==> config.mk <==
export PLATFORM = sky130hd
export DESIGN_NAME = cfg_frame_sequencer
export DESIGN_NICKNAME = d
export VERILOG_FILES = /design/src/rtl/cfg_seq_pkg.sv /design/src/rtl/cfg_strobe_decode.sv /design/src/rtl/cfg_frame_sequencer.sv
export SDC_FILE = /design/constraint.sdc
export NUM_CORES = 1
export LEC_CHECK = 0
export ABC_AREA = 1
export CELL_PAD_IN_SITES_DETAIL_PLACEMENT = 1
export CELL_PAD_IN_SITES_GLOBAL_PLACEMENT = 2
export CORE_MARGIN = 3
export CORE_UTILIZATION = 29
export CTS_CLUSTER_DIAMETER = 120
export DETAILED_ROUTE_END_ITERATION = 16
export PLACE_DENSITY_LB_ADDON = 0.1
export SYNTH_ARGS = -nofsm -noshare
export SYNTH_HDL_FRONTEND = slang
export SYNTH_SLANG_ARGS = --single-unit
==> constraint.sdc <==
create_clock -name UserCLK -period 2.98 [get_ports UserCLK]
set_clock_uncertainty 0.2 [all_clocks]
set_input_delay 0.298 -clock UserCLK [delete_from_list [all_inputs] [get_ports UserCLK]]
set_output_delay 0.298 -clock UserCLK [all_outputs]
set_load 0.03 [all_outputs]
==> src/rtl/cfg_seq_pkg.sv <==
// Shared types and header field layout for the column configuration sequencer.
package cfg_seq_pkg;

  typedef enum logic [2:0] {
    IDLE    = 3'd0,
    LOAD    = 3'd1,
    STROBE  = 3'd2,
    GAP     = 3'd3,
    DISCARD = 3'd4
  } seq_state_e;

  localparam logic [7:0] SYNC_BYTE = 8'hFA;

  localparam int SYNC_MSB = 31;
  localparam int SYNC_LSB = 24;
  localparam int COL_MSB  = 23;
  localparam int COL_LSB  = 16;
  localparam int FRM_MSB  = 15;
  localparam int FRM_LSB  = 8;

  function automatic logic [7:0] hdr_sync(input logic [31:0] w);
    return w[SYNC_MSB:SYNC_LSB];
  endfunction

  function automatic logic [7:0] hdr_col(input logic [31:0] w);
    return w[COL_MSB:COL_LSB];
  endfunction

  function automatic logic [7:0] hdr_frame(input logic [31:0] w);
    return w[FRM_MSB:FRM_LSB];
  endfunction

endpackage

==> src/rtl/cfg_strobe_decode.sv <==
// Registered one-hot decoder: (column, frame, enable) -> flattened FrameStrobe vector.
module cfg_strobe_decode #(
  parameter int NumColumns      = 4,
  parameter int MaxFramesPerCol = 20,
  parameter int ColW            = 2,
  parameter int FrmW            = 5
) (
  input  logic                                  clk_i,
  input  logic                                  rst_ni,
  input  logic                                  en_i,
  input  logic [ColW-1:0]                       col_i,
  input  logic [FrmW-1:0]                       frame_i,
  output logic [NumColumns*MaxFramesPerCol-1:0] strobe_o
);

  localparam int NumStrb = NumColumns * MaxFramesPerCol;
  localparam int IdxW    = (NumStrb > 1) ? $clog2(NumStrb) : 1;

  logic [IdxW-1:0]    idx;
  logic [NumStrb-1:0] strobe_q;

  assign idx = IdxW'(col_i) * IdxW'(MaxFramesPerCol) + IdxW'(frame_i);

  // Cleared every cycle so at most one bit can ever be high.
  always_ff @(posedge clk_i or negedge rst_ni) begin
    if (!rst_ni) begin
      strobe_q <= '0;
    end else begin
      strobe_q <= '0;
      if (en_i) strobe_q[idx] <= 1'b1;
    end
  end

  assign strobe_o = strobe_q;

endmodule

==> src/rtl/cfg_frame_sequencer.sv <==
// Assembles one configuration frame from a 32-bit word stream and pulses the
// addressed column/frame strobe so the tiles of the column latch it.
module cfg_frame_sequencer
  import cfg_seq_pkg::*;
#(
  parameter int FrameBitsPerRow = 32,
  parameter int MaxFramesPerCol = 20,
  parameter int NumRows         = 8,
  parameter int NumColumns      = 4,
  parameter int StrobeCycles    = 2
) (
  input  logic                                  UserCLK,
  input  logic                                  resetn,
  input  logic                                  s_valid,
  output logic                                  s_ready,
  input  logic [31:0]                           s_data,
  output logic [NumRows*FrameBitsPerRow-1:0]    FrameData,
  output logic [NumColumns*MaxFramesPerCol-1:0] FrameStrobe,
  output logic                                  busy,
  output logic                                  err,
  input  logic                                  err_clear,
  output logic [15:0]                           frames_done
);

  localparam int RowW = (NumRows > 1) ? $clog2(NumRows) : 1;
  localparam int ColW = (NumColumns > 1) ? $clog2(NumColumns) : 1;
  localparam int FrmW = (MaxFramesPerCol > 1) ? $clog2(MaxFramesPerCol) : 1;
  localparam int CntW = 4;

  seq_state_e                         state_q;
  logic [RowW-1:0]                    row_cnt_q;
  logic [CntW-1:0]                    strb_cnt_q;
  logic [ColW-1:0]                    col_q;
  logic [FrmW-1:0]                    frame_q;
  logic [NumRows*FrameBitsPerRow-1:0] frame_data_q;
  logic                               s_ready_q;
  logic                               busy_q;
  logic                               err_q;
  logic [15:0]                        frames_done_q;

  logic accept;
  logic sync_ok;
  logic range_ok;
  logic hdr_ok;
  logic last_row;
  logic strobe_last;
  logic err_set;
  logic strobe_en;

  assign accept      = s_valid && s_ready_q;
  assign sync_ok     = (hdr_sync(s_data) == SYNC_BYTE);
  assign range_ok    = (int'(hdr_col(s_data)) < NumColumns) &&
                       (int'(hdr_frame(s_data)) < MaxFramesPerCol);
  assign hdr_ok      = sync_ok && range_ok;
  assign last_row    = (row_cnt_q == RowW'(NumRows - 1));
  assign strobe_last = (strb_cnt_q == CntW'(StrobeCycles - 1));
  assign err_set     = accept && (state_q == IDLE) && !hdr_ok;

  // Strobe is asserted from the edge that accepts the final row, so the
  // decoder register goes high in the first STROBE cycle.
  assign strobe_en = ((state_q == LOAD) && accept && last_row) ||
                     ((state_q == STROBE) && !strobe_last);

  always_ff @(posedge UserCLK or negedge resetn) begin
    if (!resetn) begin
      state_q       <= IDLE;
      row_cnt_q     <= '0;
      strb_cnt_q    <= '0;
      col_q         <= '0;
      frame_q       <= '0;
      frame_data_q  <= '0;
      s_ready_q     <= 1'b0;
      busy_q        <= 1'b0;
      frames_done_q <= '0;
    end else begin
      case (state_q)
        IDLE: begin
          s_ready_q <= 1'b1;
          if (accept && sync_ok) begin
            row_cnt_q <= '0;
            busy_q    <= 1'b1;
            if (range_ok) begin
              col_q   <= ColW'(hdr_col(s_data));
              frame_q <= FrmW'(hdr_frame(s_data));
              state_q <= LOAD;
            end else begin
              state_q <= DISCARD;
            end
          end
        end
        LOAD: begin
          if (accept) begin
            frame_data_q[int'(row_cnt_q)*FrameBitsPerRow +: FrameBitsPerRow] <= s_data;
            row_cnt_q <= row_cnt_q + 1'b1;
            if (last_row) begin
              state_q       <= STROBE;
              s_ready_q     <= 1'b0;
              strb_cnt_q    <= '0;
              frames_done_q <= frames_done_q + 16'd1;
            end
          end
        end
        STROBE: begin
          strb_cnt_q <= strb_cnt_q + 1'b1;
          if (strobe_last) state_q <= GAP;
        end
        GAP: begin
          state_q   <= IDLE;
          s_ready_q <= 1'b1;
          busy_q    <= 1'b0;
        end
        DISCARD: begin
          if (accept) begin
            row_cnt_q <= row_cnt_q + 1'b1;
            if (last_row) begin
              state_q <= IDLE;
              busy_q  <= 1'b0;
            end
          end
        end
        default: begin
          state_q   <= IDLE;
          s_ready_q <= 1'b1;
          busy_q    <= 1'b0;
        end
      endcase
    end
  end

  // A new error event takes priority over a simultaneous clear.
  always_ff @(posedge UserCLK or negedge resetn) begin
    if (!resetn) begin
      err_q <= 1'b0;
    end else if (err_set) begin
      err_q <= 1'b1;
    end else if (err_clear) begin
      err_q <= 1'b0;
    end
  end

  cfg_strobe_decode #(
    .NumColumns      (NumColumns),
    .MaxFramesPerCol (MaxFramesPerCol),
    .ColW            (ColW),
    .FrmW            (FrmW)
  ) u_strobe_decode (
    .clk_i    (UserCLK),
    .rst_ni   (resetn),
    .en_i     (strobe_en),
    .col_i    (col_q),
    .frame_i  (frame_q),
    .strobe_o (FrameStrobe)
  );

  assign s_ready     = s_ready_q;
  assign FrameData   = frame_data_q;
  assign busy        = busy_q;
  assign err         = err_q;
  assign frames_done = frames_done_q;

endmodule

# Yosys cells after proc, flatten, opt, wreduce, memory -nomap -nowiden
# Cells that the tools add are included.
[classes]
n_reduce_logical = 28
shift = 2
div_mod_pow = 0
order_cmp = 4
n_addsub = 5
eq_ne = 13
mul = 1
muxes = 25
bitwise_logic = 2
[op_table]
columns = ["op", "count"]
rows = [
  ["$bwmux W256", 1],
  ["$shift A32 B33 Y256 const A", 1],
  ["$shiftx A32 B33 Y256", 1],
  ["$mux W80", 1],
  ["$neg A8 Y33", 1],
  ["$mux W3", 9],
  ["$add A16 B1 Y16 const B", 1],
  ["$reduce_and A3 Y1", 5],
  ["$pmux W3 S4", 1],
  ["$logic_and A1 B1 Y1", 10],
  ["$ne A2 B2 Y1 const B", 5],
  ["$eq A8 B8 Y1 const B", 1],
  ["$lt A7 B8 Y1 const B", 1],
  ["$lt A8 B3 Y1 const B", 1],
  ["$lt A8 B5 Y1 const B", 1],
  ["$mux W4", 2],
  ["$pmux W4 S2", 1],
  ["$add A7 B5 Y7", 1],
  ["$demux W1 S7", 1],
  ["$ge A7 B1 Y1 const B", 1],
  ["$eq A3 B3 Y1 const B", 2],
  ["$mux W1", 6],
  ["$pmux W3 S2", 1],
  ["$reduce_and A6 Y1", 1],
  ["other kinds (17)", 24],
]
[totals]
memories = 0
output_inout_bits = 355
mem_bits_rw = 0
rom_bits = 0
in_bits = 36
regBits = 372
wordCells = 91
latchBits = 0

# Logic depth before layout (Yosys ltp)
# Gate-level depths: netlist of run 1.
[logic_depth]
depth_word = 7
ltp_mapped = 14
ltp_nobuf = 10

# Hierarchy
# A second synthesis of run 1 with hierarchy kept.
[unflattened]
cells_unflattened = 1666
area_unflattened_um2 = 15243.4
[modules_own_cells]
columns = ["mod", "area_each_um2", "n_inst", "cells_per_inst", "seq_area_each_um2"]
rows = [
  ["cfg_frame_sequencer", 12454.4, 1, 1446, 7307.0],
  ["cfg_strobe_decode", 2788.9, 1, 220, 2001.9],
]

# Least setup slack after synthesis of run 1
# OpenSTA, ideal clock, no wires.
[synth_path]
path_type = "register -> register"
from = "register row_cnt_q[0]"
to = "register frame_data_q[172], in the netlist FrameData[172]"
t_arrival_ns = 2.270
required_time_ns = 2.685
n_path_buf = 4
slack_ns = 0.415
path_stages_with_launch = 13
setup_time_ns = 0.095
period_less_slack_ns = 2.565
path_cell_list = "dfrtp_1 > buf_4 > inv_4 > clkbuf_1 > ha_1 > ha_1 > buf_6 > inv_4 > nand2_1 > nor2_1 > nand2_2 > buf_2 > o31ai_1"
[synth_via]
elab_chain_cells = 3
elab_cells_between_ends = 4
classes_between = "add/sub: 1; shift: 2; mux: 1"
[synth_rtl]
columns = ["element", "line_no", "rtl"]
rows = [
  ["start, declared", "cfg_frame_sequencer.sv:31", "logic [RowW-1:0] row_cnt_q;"],
  ["start signal, assigned", "cfg_frame_sequencer.sv:94", "row_cnt_q <= row_cnt_q + 1'b1;"],
  ["start signal, assigned", "cfg_frame_sequencer.sv:114", "row_cnt_q <= row_cnt_q + 1'b1;"],
  ["$neg A8 Y33 *", "cfg_frame_sequencer.sv:93", "frame_data_q[int'(row_cnt_q)*FrameBitsPerRow +: FrameBitsPerRow] <= s_data;"],
  ["$shiftx A32 B33 Y256 or $shift A32 B33 Y256 (tied branches)", "cfg_frame_sequencer.sv:93", ""],
  ["$bwmux W256 *", "cfg_frame_sequencer.sv:93", ""],
  ["end signal, assigned by index", "cfg_frame_sequencer.sv:93", ""],
  ["end, declared", "cfg_frame_sequencer.sv:35", "logic [NumRows*FrameBitsPerRow-1:0] frame_data_q;"],
]
# Every way passes the cells marked *; elsewhere a longest branch is shown, timed or not.
# A chain may end at the register's enable or synchronous reset.

# Worst setup path after layout of run 1
[layout_path]
from = "register row_cnt_q[0]"
to = "register frame_data_q[6], in the netlist FrameData[6]"
# The elaborated chain is that of the path after synthesis.

==> results_dict.tcl, run 1 <==
set metrics [dict create \
    synth_top_cell_area_share_pct 60.5 \
    drv_slew 0 \
    detail_route.iter0.violations 640 \
    start_util_pct 29.6 \
    reg2reg_slack_ns 0.40 \
    cts_tree "done" \
    num_vias 13300 \
    outcome "complete, no violations" \
    power_mw 14.1 \
    worstSetupPathType "flop to flop" \
    num_rows 83 \
    crit-reg2reg-launch "row_cnt_q[0]" \
    dp_hpwl_um 45700 \
    ys_seq_area_share_pct 60.5 \
    finalCritPeriodShare_pct 86.6 \
    fin_setup_tns_ns 0 \
    core_um2 51900 \
    syn_area_per_cell_um2 9.34 \
    die_w_um 236 \
    grt_pass1_vias 14100 \
    slew_headroom_pct 51.9 \
    ios 391 \
    synth_area_um2 15400 \
    synth_area_leaders "dfrtp_1 (60%), nand2_1 (11%), nand3_1 (3.9%)" \
    synth_warnings 0 \
    vdd_ir_drop_max_v 0.000627 \
    critPathArrivalTime_ns 2.87 \
    grt_max_degree 75 \
    rr_worst_depth 10 \
    grt_pass1_wl_um 93800 \
    leakagePower_nw 9.59 \
    cts_hold_buf 1 \
    fmax_mhz 388 \
    firstDrtPassIters 5 \
    root_buffer "clkbuf_16" \
    clock_latency_ns 0.56 \
    antenna-diode-count 0 \
    utilization_pct 41.7 \
    syn_nets 1694 \
    die_h_um 236 \
    fin_area_um2 21700 \
    clock-sinks 372 \
    grt.total_usage_pct 22.1 \
    regArea_um2 9310 \
    drive_above_1_share_pct 9.66 \
    final.min_clock_period_ns 2.58 \
    cap_violations 0 \
    critPathLaunchType "flop" \
    gp_congestion 0.798 \
    wl_per_cell_um 22.7 \
    crit_path_end_kind "flop" \
    synth.largest_area_cell "dfrtp_1" \
    cts_buffer_depth 3 \
    r2r-end "FrameData[6]" \
    antenna_found_initial 0 \
    multi_input_area_um2 5290 \
    synth_cell_types 37 \
    critical_path_required_ns 3.27 \
    drcViolationCount 0 \
    p_per_area_nw_per_um2 649 \
    path_clk_slew_ns 0.06 \
    drtAntennaViolNets 0 \
    startpoint "row_cnt_q[0]" \
    cts_inserted_buffers 44 \
    finalSetupViolations 0 \
    worstMarginPinSlew_ns 0.721 \
    h-tree-depth 2 \
    portBuffers 390 \
    hold_viol_final 0 \
    rsz0062_at_grt "no" \
    overflow 0 \
    fin_nets 2096 \
    totalWireLength_um 62700 \
    synthCells 1647 \
    fill_cells 5961 \
    fin_hold_ws_ns 0.0814 \
    cts_setup_buffers 0 \
    post_dp_cell_area_um2 20200 \
    cts_resized 0 \
    viasPerCell 4.81 \
    die-area_um2 55900 \
    synth-seq-cells 372 \
    path_max_fanout 64 \
    hold_class "input pin to async pin" \
    syn2layout_area_growth_pct 40.8 \
]
## cell usage after synthesis (all sizes together)
cell	number
nand2	472
dfrtp	372
o21ai	181
nor2	161
nand3	131
inv	83
buf	55
nor3	50
clkbuf	35
nand4	31
o31ai	27
a21oi	18
ha	10
xor2	9
xnor2	5
nand3b	2
a21o	1
fa	1
nor2b	1
o21a	1
o22ai	1
## state kept, by name (all words and copies together) (netlist names)
signal and flops:
FrameData 256, u_strobe_decode.strobe_o 80, frames_done 16, frame_q 5, strb_cnt_q 4, row_cnt_q 3
state_q 3, col_q 2, busy 1, err 1, s_ready 1
## critical path, cell delays in order (launching register included)
cell and delay [ns]:
dfrtp_2 0.46, inv_4 0.04, ha_2 0.17, ha_2 0.38
inv_4 0.11, nand2_1 0.09, inv_2 0.09, nand4_4 0.10
buf_4 0.57, nand2_1 0.11, o21ai_1 0.13
## placed cells by master (no fill, tap or decap), types with 9 or more instances in the layout
cell / netlist / routed
inv_1: 71 / 71
o31ai_1: 27 / 27
a21oi_2: 10 / 10
buf_4: 8 / 47
nand4_1: 30 / 30
xor2_1: 9 / 9
inv_2: 9 / 9
nand3_1: 119 / 118
clkdlybuf4s50_1: 0 / 389
o21ai_2: 13 / 13
nand2_1: 458 / 458
o21ai_1: 118 / 118
clkbuf_8: 0 / 12
clkbuf_16: 0 / 45
nor2_1: 153 / 153
o21ai_0: 50 / 50
nand3_2: 10 / 11
nor3_1: 49 / 49
dfrtp_1: 372 / 371
nand2_2: 12 / 12
## routing by layer
metal,vias up,part of all wire [%],global-route usage [%]
met5,-,0,0
met4,0,2.5,6.16
met3,71,4.8,4.26
met2,290,49,37.5
met1,6720,44,28.9
li1,6189,-,-
## worst max path at each step
stage | cells past startpoint | endpoint | slack [ns]
floorplan | 12 | FrameData[172] | 0.41
global placement | 9 | frame_q[4] | 0.38
detailed placement | 9 | col_q[1] | 0.31
CTS | 10 | FrameData[35] | 0.41
global route | 10 | FrameData[6] | 0.21
finish | 10 | FrameData[6] | 0.40
## area by class of cell
class	instances	share of cell area (%)
Clock buffer	65	6.10
Clock inverter	13	0.681
Inverter	83	1.47
Multi-Input combinational cell	1102	24.4
Sequential cell	372	43.0
Tap cell	680	3.93
Timing Repair Buffer	446	20.5
## kinds of logic after synthesis
family | Yosys count | synth area share, %
simple gates | 848 | 24.1
xor+xnor | 14 | 0.797
fa+ha+maj | 11 | 0.943
flops | 372 | 60.5
buf+inv | 173 | 5.21
compound gates | 229 | 8.49
## metrics by stage
stage,instances,worst slack (ns)
after detailed placement,2682,0.312
after global routing,2761,0.210
after global placement,2682,0.377
after CTS,2761,0.410
after floorplan,1647,0.415
final,2761,0.401
## where the power goes
part	switching (mW)	internal, mW	total [mW]	leakage [nW]
Sequential	0.0450	5.09	5.14	5.17
Combinational	2.69	0.730	3.42	3.68
Clock	2.19	3.32	5.51	0.733
Total	4.93	9.14	14.1	9.59
(Power assumes the default switching activity.)
==> inputs of run 2 (changes only) <==
- HOLD_SLACK_MARGIN: default -> 0.03
- SKIP_LAST_GASP: default -> 1
==> results of run 2 <==
Same layout as run 1: the final DEF is identical, and so are final timing and power.
